[config.mk]
export PLATFORM = sky130hd
export DESIGN_NAME = mc_control_fsm
export DESIGN_NICKNAME = d
export VERILOG_FILES = /design/src/rtl/mc_ctrl_pkg.sv /design/src/rtl/mc_perf_counters.sv /design/src/rtl/mc_control_fsm.sv
export SDC_FILE = /design/constraint.sdc
export NUM_CORES = 1
export LEC_CHECK = 0
export ABC_CLOCK_PERIOD_IN_PS = 5000
export CORE_MARGIN = 3
export CORE_UTILIZATION = 54
export DETAILED_ROUTE_END_ITERATION = 10
export PLACE_DENSITY_LB_ADDON = 0.12
export SLEW_MARGIN = 10
export SYNTH_ARGS = -nofsm -noshare
export SYNTH_HDL_FRONTEND = slang
export SYNTH_SLANG_ARGS = --single-unit
[constraint.sdc]
create_clock -name clk -period 5 [get_ports clk]
set_input_delay 1.25 -clock clk [delete_from_list [all_inputs] [get_ports clk]]
set_output_delay 1.25 -clock clk [all_outputs]
set_load 0.03 [all_outputs]
[src/rtl/mc_ctrl_pkg.sv]
// mc_ctrl_pkg
// Definitions shared by the multi-cycle control FSM, the datapath and the bench:
//   - 4-bit state encodings (as seen on state_out)
//   - opcode values and the instruction classes the decoder maps them onto
//   - ALUOp, ALUSrcB and PCSource mux encodings
//   - decode_op(): classifies an opcode into an op_class_e

package mc_ctrl_pkg;

  // FSM state encodings
  localparam logic [3:0] S_IDLE    = 4'd0;
  localparam logic [3:0] S_FETCH   = 4'd1;
  localparam logic [3:0] S_DECODE  = 4'd2;
  localparam logic [3:0] S_EX_ALU  = 4'd3;
  localparam logic [3:0] S_WB_ALU  = 4'd4;
  localparam logic [3:0] S_EX_ADDR = 4'd5;
  localparam logic [3:0] S_MEM_RD  = 4'd6;
  localparam logic [3:0] S_WB_MEM  = 4'd7;
  localparam logic [3:0] S_MEM_WR  = 4'd8;
  localparam logic [3:0] S_EX_BR   = 4'd9;
  localparam logic [3:0] S_EX_JMP  = 4'd10;
  localparam logic [3:0] S_IRQ     = 4'd11;
  localparam logic [3:0] S_HALT    = 4'd12;
  localparam logic [3:0] S_FAULT   = 4'd13;

  // Opcode values (low four bits; wider opcodes must have zero upper bits)
  localparam logic [3:0] OP_ADD   = 4'h0;
  localparam logic [3:0] OP_SUB   = 4'h1;
  localparam logic [3:0] OP_AND   = 4'h2;
  localparam logic [3:0] OP_OR    = 4'h3;
  localparam logic [3:0] OP_LOAD  = 4'h4;
  localparam logic [3:0] OP_STORE = 4'h5;
  localparam logic [3:0] OP_BEQ   = 4'h6;
  localparam logic [3:0] OP_HALT  = 4'h7;
  localparam logic [3:0] OP_XOR   = 4'h8;
  localparam logic [3:0] OP_JMP   = 4'h9;

  // ALUOp encodings
  localparam logic [1:0] ALUOP_ADD   = 2'b00;
  localparam logic [1:0] ALUOP_SUB   = 2'b01;
  localparam logic [1:0] ALUOP_FUNCT = 2'b10;

  // ALUSrcB encodings
  localparam logic [1:0] SRCB_REG    = 2'b00;
  localparam logic [1:0] SRCB_FOUR   = 2'b01;
  localparam logic [1:0] SRCB_IMM    = 2'b10;
  localparam logic [1:0] SRCB_BRANCH = 2'b11;

  // PCSource encodings
  localparam logic [1:0] PCSRC_ALU    = 2'b00;
  localparam logic [1:0] PCSRC_ALUOUT = 2'b01;
  localparam logic [1:0] PCSRC_JUMP   = 2'b10;
  localparam logic [1:0] PCSRC_VECTOR = 2'b11;

  typedef enum logic [2:0] {
    OPC_ALU,
    OPC_LOAD,
    OPC_STORE,
    OPC_BEQ,
    OPC_JMP,
    OPC_HALT,
    OPC_ILLEGAL
  } op_class_e;

  // hi_zero tells whether the opcode bits above bit 3 are all zero; any
  // nonzero upper bit makes the instruction illegal.
  function automatic op_class_e decode_op(input logic [3:0] op_lo,
                                          input logic       hi_zero);
    op_class_e cls;
    cls = OPC_ILLEGAL;
    if (hi_zero) begin
      case (op_lo)
        OP_ADD, OP_SUB, OP_AND, OP_OR, OP_XOR: cls = OPC_ALU;
        OP_LOAD:  cls = OPC_LOAD;
        OP_STORE: cls = OPC_STORE;
        OP_BEQ:   cls = OPC_BEQ;
        OP_JMP:   cls = OPC_JMP;
        OP_HALT:  cls = OPC_HALT;
        default:  cls = OPC_ILLEGAL;
      endcase
    end
    decode_op = cls;
  endfunction

endpackage

[src/rtl/mc_perf_counters.sv]
// mc_perf_counters
// Free-running performance counters for the control FSM. Both wrap silently.
// Ports:
//   clk, reset     clock and asynchronous active-high reset
//   active         FSM is in a counted (non IDLE/HALT/FAULT) state this cycle
//   retire         an instruction retires this cycle
//   cycle_count    number of active cycles
//   instret_count  number of retired instructions

module mc_perf_counters #(
  parameter int CNT_W = 32
) (
  input  logic             clk,
  input  logic             reset,
  input  logic             active,
  input  logic             retire,
  output logic [CNT_W-1:0] cycle_count,
  output logic [CNT_W-1:0] instret_count
);

  always_ff @(posedge clk or posedge reset) begin
    if (reset) begin
      cycle_count <= '0;
    end else if (active) begin
      cycle_count <= cycle_count + CNT_W'(1);
    end
  end

  always_ff @(posedge clk or posedge reset) begin
    if (reset) begin
      instret_count <= '0;
    end else if (retire) begin
      instret_count <= instret_count + CNT_W'(1);
    end
  end

endmodule

[src/rtl/mc_control_fsm.sv]
// mc_control_fsm
// Multi-cycle processor control unit with a variable-latency memory handshake
// (timeout to FAULT), illegal-opcode fault, single-level interrupt entry and
// performance counters. All datapath controls are combinational from state,
// with mem_ready/opcode qualifying the states that depend on them.
// Ports:
//   clk, reset            clock and asynchronous active-high reset
//   start                 leave IDLE
//   opcode                IR opcode field
//   zero_flag             ALU zero (the datapath gates PCWriteCond with it)
//   mem_ready             memory completes the current access this cycle
//   irq                   level interrupt request, sampled at retire
//   PCWrite..EPCWrite     1-bit datapath enables/selects
//   ALUSrcB/ALUOp/PCSource  2-bit mux selects
//   irq_ack               interrupt accepted (IRQ state)
//   fault                 sticky fault flag (FAULT state)
//   cycle_count, instret_count  performance counters
//   state_out             current state for debug

module mc_control_fsm
  import mc_ctrl_pkg::*;
#(
  parameter int OPCODE_W    = 4,
  parameter int MEM_TIMEOUT = 16,
  parameter int CNT_W       = 32,
  parameter int IRQ_EN      = 1
) (
  input  logic                clk,
  input  logic                reset,
  input  logic                start,
  input  logic [OPCODE_W-1:0] opcode,
  input  logic                zero_flag,
  input  logic                mem_ready,
  input  logic                irq,
  output logic                PCWrite,
  output logic                PCWriteCond,
  output logic                IRWrite,
  output logic                RegWrite,
  output logic                MemRead,
  output logic                MemWrite,
  output logic                ALUSrcA,
  output logic                MemToReg,
  output logic                IorD,
  output logic                EPCWrite,
  output logic [1:0]          ALUSrcB,
  output logic [1:0]          ALUOp,
  output logic [1:0]          PCSource,
  output logic                irq_ack,
  output logic                fault,
  output logic [CNT_W-1:0]    cycle_count,
  output logic [CNT_W-1:0]    instret_count,
  output logic [3:0]          state_out
);

  // The wait counter only has to reach MEM_TIMEOUT-1: the cycle that would
  // take it to MEM_TIMEOUT is the one that diverts to FAULT instead.
  localparam int WAIT_W = (MEM_TIMEOUT > 1) ? $clog2(MEM_TIMEOUT) : 1;
  localparam logic [WAIT_W-1:0] WAIT_LAST =
    WAIT_W'((MEM_TIMEOUT > 0) ? MEM_TIMEOUT - 1 : 0);

  logic [3:0]        state;
  logic [3:0]        state_next;
  logic [WAIT_W-1:0] wait_cnt;
  op_class_e         op_class;
  logic              mem_wait_state;
  logic              timeout_hit;
  logic              retire;
  logic              active;
  logic [3:0]        after_retire;
  logic              unused_zero_flag;

  // zero_flag is consumed by the datapath's PC-write gate, not by the FSM.
  assign unused_zero_flag = zero_flag;

  assign op_class = decode_op(opcode[3:0], (opcode >> 4) == '0);

  assign mem_wait_state = (state == S_FETCH) || (state == S_MEM_RD) ||
                          (state == S_MEM_WR);

  // A ready in the limit cycle wins, so the timeout needs mem_ready low.
  assign timeout_hit = (MEM_TIMEOUT > 0) && mem_wait_state && !mem_ready &&
                       (wait_cnt == WAIT_LAST);

  assign retire = (state == S_WB_ALU) || (state == S_WB_MEM) ||
                  (state == S_EX_BR)  || (state == S_EX_JMP) ||
                  ((state == S_MEM_WR) && mem_ready);

  assign active = (state != S_IDLE) && (state != S_HALT) &&
                  (state != S_FAULT);

  // irq is only looked at in a retiring cycle.
  assign after_retire = ((IRQ_EN != 0) && irq) ? S_IRQ : S_FETCH;

  assign state_out = state;

  always_ff @(posedge clk or posedge reset) begin
    if (reset) begin
      state <= S_IDLE;
    end else begin
      state <= state_next;
    end
  end

  // Any state change clears the wait counter, which covers every entry into
  // FETCH/MEM_RD/MEM_WR; it only advances while a memory access stalls.
  always_ff @(posedge clk or posedge reset) begin
    if (reset) begin
      wait_cnt <= '0;
    end else if (state_next != state) begin
      wait_cnt <= '0;
    end else if (mem_wait_state && !mem_ready) begin
      wait_cnt <= wait_cnt + WAIT_W'(1);
    end
  end

  always_comb begin
    state_next = state;
    case (state)
      S_IDLE:   if (start) state_next = S_FETCH;
      S_FETCH: begin
        if (mem_ready)        state_next = S_DECODE;
        else if (timeout_hit) state_next = S_FAULT;
      end
      S_DECODE: begin
        case (op_class)
          OPC_ALU:             state_next = S_EX_ALU;
          OPC_LOAD, OPC_STORE: state_next = S_EX_ADDR;
          OPC_BEQ:             state_next = S_EX_BR;
          OPC_JMP:             state_next = S_EX_JMP;
          OPC_HALT:            state_next = S_HALT;
          default:             state_next = S_FAULT;
        endcase
      end
      S_EX_ALU:  state_next = S_WB_ALU;
      S_WB_ALU:  state_next = after_retire;
      S_EX_ADDR: state_next = (op_class == OPC_STORE) ? S_MEM_WR : S_MEM_RD;
      S_MEM_RD: begin
        if (mem_ready)        state_next = S_WB_MEM;
        else if (timeout_hit) state_next = S_FAULT;
      end
      S_WB_MEM:  state_next = after_retire;
      S_MEM_WR: begin
        if (mem_ready)        state_next = after_retire;
        else if (timeout_hit) state_next = S_FAULT;
      end
      S_EX_BR:   state_next = after_retire;
      S_EX_JMP:  state_next = after_retire;
      S_IRQ:     state_next = S_FETCH;
      S_HALT:    state_next = S_HALT;
      S_FAULT:   state_next = S_FAULT;
      // Unused encodings can only come from an upset; park in FAULT.
      default:   state_next = S_FAULT;
    endcase
  end

  always_comb begin
    PCWrite     = 1'b0;
    PCWriteCond = 1'b0;
    IRWrite     = 1'b0;
    RegWrite    = 1'b0;
    MemRead     = 1'b0;
    MemWrite    = 1'b0;
    ALUSrcA     = 1'b0;
    MemToReg    = 1'b0;
    IorD        = 1'b0;
    EPCWrite    = 1'b0;
    ALUSrcB     = SRCB_REG;
    ALUOp       = ALUOP_ADD;
    PCSource    = PCSRC_ALU;
    irq_ack     = 1'b0;
    fault       = 1'b0;
    case (state)
      S_FETCH: begin
        MemRead = 1'b1;
        ALUSrcB = SRCB_FOUR;
        // IR and PC update only in the cycle the fetch actually completes.
        if (mem_ready) begin
          IRWrite = 1'b1;
          PCWrite = 1'b1;
        end
      end
      S_DECODE: begin
        ALUSrcB = SRCB_BRANCH;
      end
      S_EX_ALU: begin
        ALUSrcA = 1'b1;
        ALUOp   = ALUOP_FUNCT;
      end
      S_WB_ALU: begin
        RegWrite = 1'b1;
      end
      S_EX_ADDR: begin
        ALUSrcA = 1'b1;
        ALUSrcB = SRCB_IMM;
      end
      S_MEM_RD: begin
        IorD    = 1'b1;
        MemRead = 1'b1;
      end
      S_WB_MEM: begin
        RegWrite = 1'b1;
        MemToReg = 1'b1;
      end
      S_MEM_WR: begin
        IorD     = 1'b1;
        MemWrite = 1'b1;
      end
      S_EX_BR: begin
        ALUSrcA     = 1'b1;
        ALUOp       = ALUOP_SUB;
        PCWriteCond = 1'b1;
        PCSource    = PCSRC_ALUOUT;
      end
      S_EX_JMP: begin
        PCWrite  = 1'b1;
        PCSource = PCSRC_JUMP;
      end
      S_IRQ: begin
        irq_ack  = 1'b1;
        EPCWrite = 1'b1;
        PCWrite  = 1'b1;
        PCSource = PCSRC_VECTOR;
      end
      S_FAULT: begin
        fault = 1'b1;
      end
      default: ;
    endcase
  end

  mc_perf_counters #(
    .CNT_W(CNT_W)
  ) u_perf (
    .clk          (clk),
    .reset        (reset),
    .active       (active),
    .retire       (retire),
    .cycle_count  (cycle_count),
    .instret_count(instret_count)
  );

endmodule

==> reports/results.tsv <==
stage	metric	value	unit
timing	period_share	83.50	%
grt	grt_max_degree	39	
hold_path	min_path_cells	1	
power_and_ir_drop	cellPowerDensity	445.4	nW/µm²
place	gp_congestion	0.8989	
setup_path	cp.arrival	2.92	ns
setup_path	worst_r2r_startpoint	state_out[2]$_DFF_PP0_	
hold_path	hold_end	u_perf.instret_count[31]$_DFFE_PP0P_	
timing	rsz0062_at_grt	no	
setup_path	crit_type	in -> out	
timing	hold_viol	0	
place	dp_hpwl	6615	µm
synth	syn_avg_cell_area	9.701	µm²
floorplanning	coreArea	6982	µm²
synth	ys_ff_latch	72	
power_and_ir_drop	p_total	2.298	mW
synth	synth.distinct_cells	55	
floorplanning	num_rows	30	
timing	totalNegativeSetupSlack	0	ns
route	via_per_inst	5.620	
setup_path	r2r-end	u_perf.instret_count[27]$_DFFE_PP0P_	
clock_tree	htreeDepth	3	
synth	synth_top_cell_by_area	dfrtp_1	
setup_path	critPathMaxStageDelay	0.72	ns
floorplanning	die_x	91.83	µm
synth	yosysWarnings	0	
setup_path	required	3.75	ns
route	wl_per_cell	15.05	µm
setup_path	r2r_cells	6	
timing	finalCriticalPeriod	4.175	ns
final_layout	areaGrowthSynthToFinish	29.73	%
floorplanning	start_util	56.97	%
clock_tree	clock-sinks	72	
setup_path	startpoint_type	input port	
timing	setup_viol	0	
setup_path	r2r_slack	2.17	ns
timing	fin_worst_skew	0.01293	ns
synth	syn_nets	426	
clock_tree	cts_root_buffer	clkbuf_8	
route	routed_wl	9030	µm
setup_path	endpoint_kind	output pin	
timing	tightest_slew	0.8686	ns
place	place_ws	0.8484	ns
setup_path	crit_buf_inv	2	
synth	synthArstFlopShare	100.0	%
setup_path	worstPathMaxFanout	11	
synth	synthFlopType	dfrtp_1	
floorplanning	ioPinCount	96	
grt	antenna_found_initial	0	
route	drcViolationCount	0	
hold_path	min_from	u_perf.instret_count[31]$_DFFE_PP0P_	
route	vias	3372	
grt	first_global_vias	3261	
clock_tree	insertion_delay	0.33	ns
clock_tree	cts_resized	0	
timing	slew_viol_final	0	
timing	clock.fmax	0.2395	GHz
clock_tree	clockBufferDepth	2	
synth	ys_top_cells_by_count	72 x dfrtp_1, 41 x nor2_1, 39 x xnor2_1, 34 x nand2_1, 28 x xor2_1	
final_layout	fin_util	73.91	%
flow_run	maxCapViolCount	0	
synth	synth.most_common_cell	dfrtp_1	
hold_path	hp-class	reg -> reg	
setup_path	crit_slowest_cell	clkdlybuf4s50_1	
outcome	status	complete, no violations	
route	drtIter0Drc	188	
setup_path	crit_chain	clkdlybuf4s50_1, nand2_1, o22ai_1, clkdlybuf4s50_1	
synth	synth_top_area_share	45.30	%
synth	synth_area	3978	µm²
clock_tree	cts_made_buffers	9	
timing	setup_slack	0.8251	ns
grt	grt_pass1_wl	15310	µm
clock_tree	path_clk_slew	0.08	ns
setup_path	cp_top_family	buffers and inverters	
synth	synth.area.top_cells	dfrtp_1 45%, xnor2_1 8.6%, xor2_1 6.2%	
power_and_ir_drop	ir_worst_vdd	0.3641	mV
floorplanning	die_h	91.83	µm
synth	synth_edf_count	0	
clock_tree	ctsHoldBuffers	0	
clock_tree	cts_setup_buffers	0	
clock_tree	cts_tree	built	
final_layout	drive_gt1_share	6.349	%
timing	relSlewSlack	42.10	%
route	antenna_left	0	
synth	yosysSeqAreaShare	45.30	%
grt	overflow	0	
power_and_ir_drop	total_leakage_power	2.195	nW
route	drt_first_pass_iters	4	
final_layout	nets	515	
synth	synthCells	410	
floorplanning	die-area	8432	µm²
timing	fin_hold_ws	0.4703	ns
final_layout	num_antenna_cells	0	
place	place.port_buffers	94	
grt	grt_usage	21.93	%
setup_path	worst_path_most_repeated_cell	clkdlybuf4s50_1	
-- registers in the layout, indices dropped and copies added (netlist names) --
name	count
u_perf.cycle_count	32
u_perf.instret_count	32
wait_cnt	4
state_out	4
-- worst reg2reg max path, delay by kind of cell, from the launching register on --
kind            cells  cell delay (ns)
compound gates      2             0.36
flops               1             0.89
xor+xnor            1             0.16
simple gates        3             1.36
-- layout by cell type, fill, tap and decap left out, types with 10 or more instances in the layout --
cell and count:
nor2_1 41, nand3_1 21, xor2_1 28, xnor2_1 39, dfrtp_1 72, a21oi_1 13
clkdlybuf4s50_1 94, nand4_1 17, nand2_1 34, inv_1 12, clkbuf_8 10
-- final cells by class --
cell class,count,area [µm²]
repair buffers,95,948.4
multi-input cells,308,2036
clock inverters,6,67.56
clock buffers,10,137.6
inverters,13,48.80
fillers,546,1822
well taps,96,120.1
flip-flops and latches,72,1802
-- power breakdown --
part	internal [mW]	switching [mW]
clock	0.246	0.218
sequential	0.649	0.179
combinational	0.429	0.578
total	1.32	0.974
-- logic make-up (layout without fill, tap and decap cells) --
group / after synthesis / after routing / share of synthesized area [%]
buf+inv: 30 / 124 / 3.523
compound gates: 48 / 48 / 8.556
flops: 72 / 72 / 45.30
mux: 3 / 3 / 0.7864
fa+ha+maj: 6 / 6 / 1.887
simple gates: 184 / 184 / 25.20
xor+xnor: 67 / 67 / 14.75
-- per-layer routing --
metal	up-vias	share of wire, %	global-route usage, %
met5	-	0	0
met1	1641	44	29.36
met2	110	49	36.03
met3	9	5.5	4.348
met4	0	1.3	6.807
li1	1612	-	-
-- metrics by stage --
step | cells | cell area (µm²)
floorplan | 410 | 3978
global placement | 584 | 4955
detailed placement | 584 | 4955
CTS | 600 | 5160
global route | 600 | 5160
finish | 600 | 5160
-- worst max path at each step --
| stage | start | to | slack (ns) | depth (start not counted) |
|---|---|---|---|---|
| 2_1_floorplan | mem_ready | PCWrite | 1.66 | 3 |
| 3_3_place_gp | mem_ready | PCWrite | 0.87 | 4 |
| 3_5_place_dp | mem_ready | PCWrite | 0.85 | 4 |
| 4_1_cts | mem_ready | PCWrite | 0.85 | 4 |
| 5_1_grt | mem_ready | PCWrite | 0.73 | 4 |
| 6_report | mem_ready | PCWrite | 0.83 | 4 |
Power figures use the tool's default switching activity.
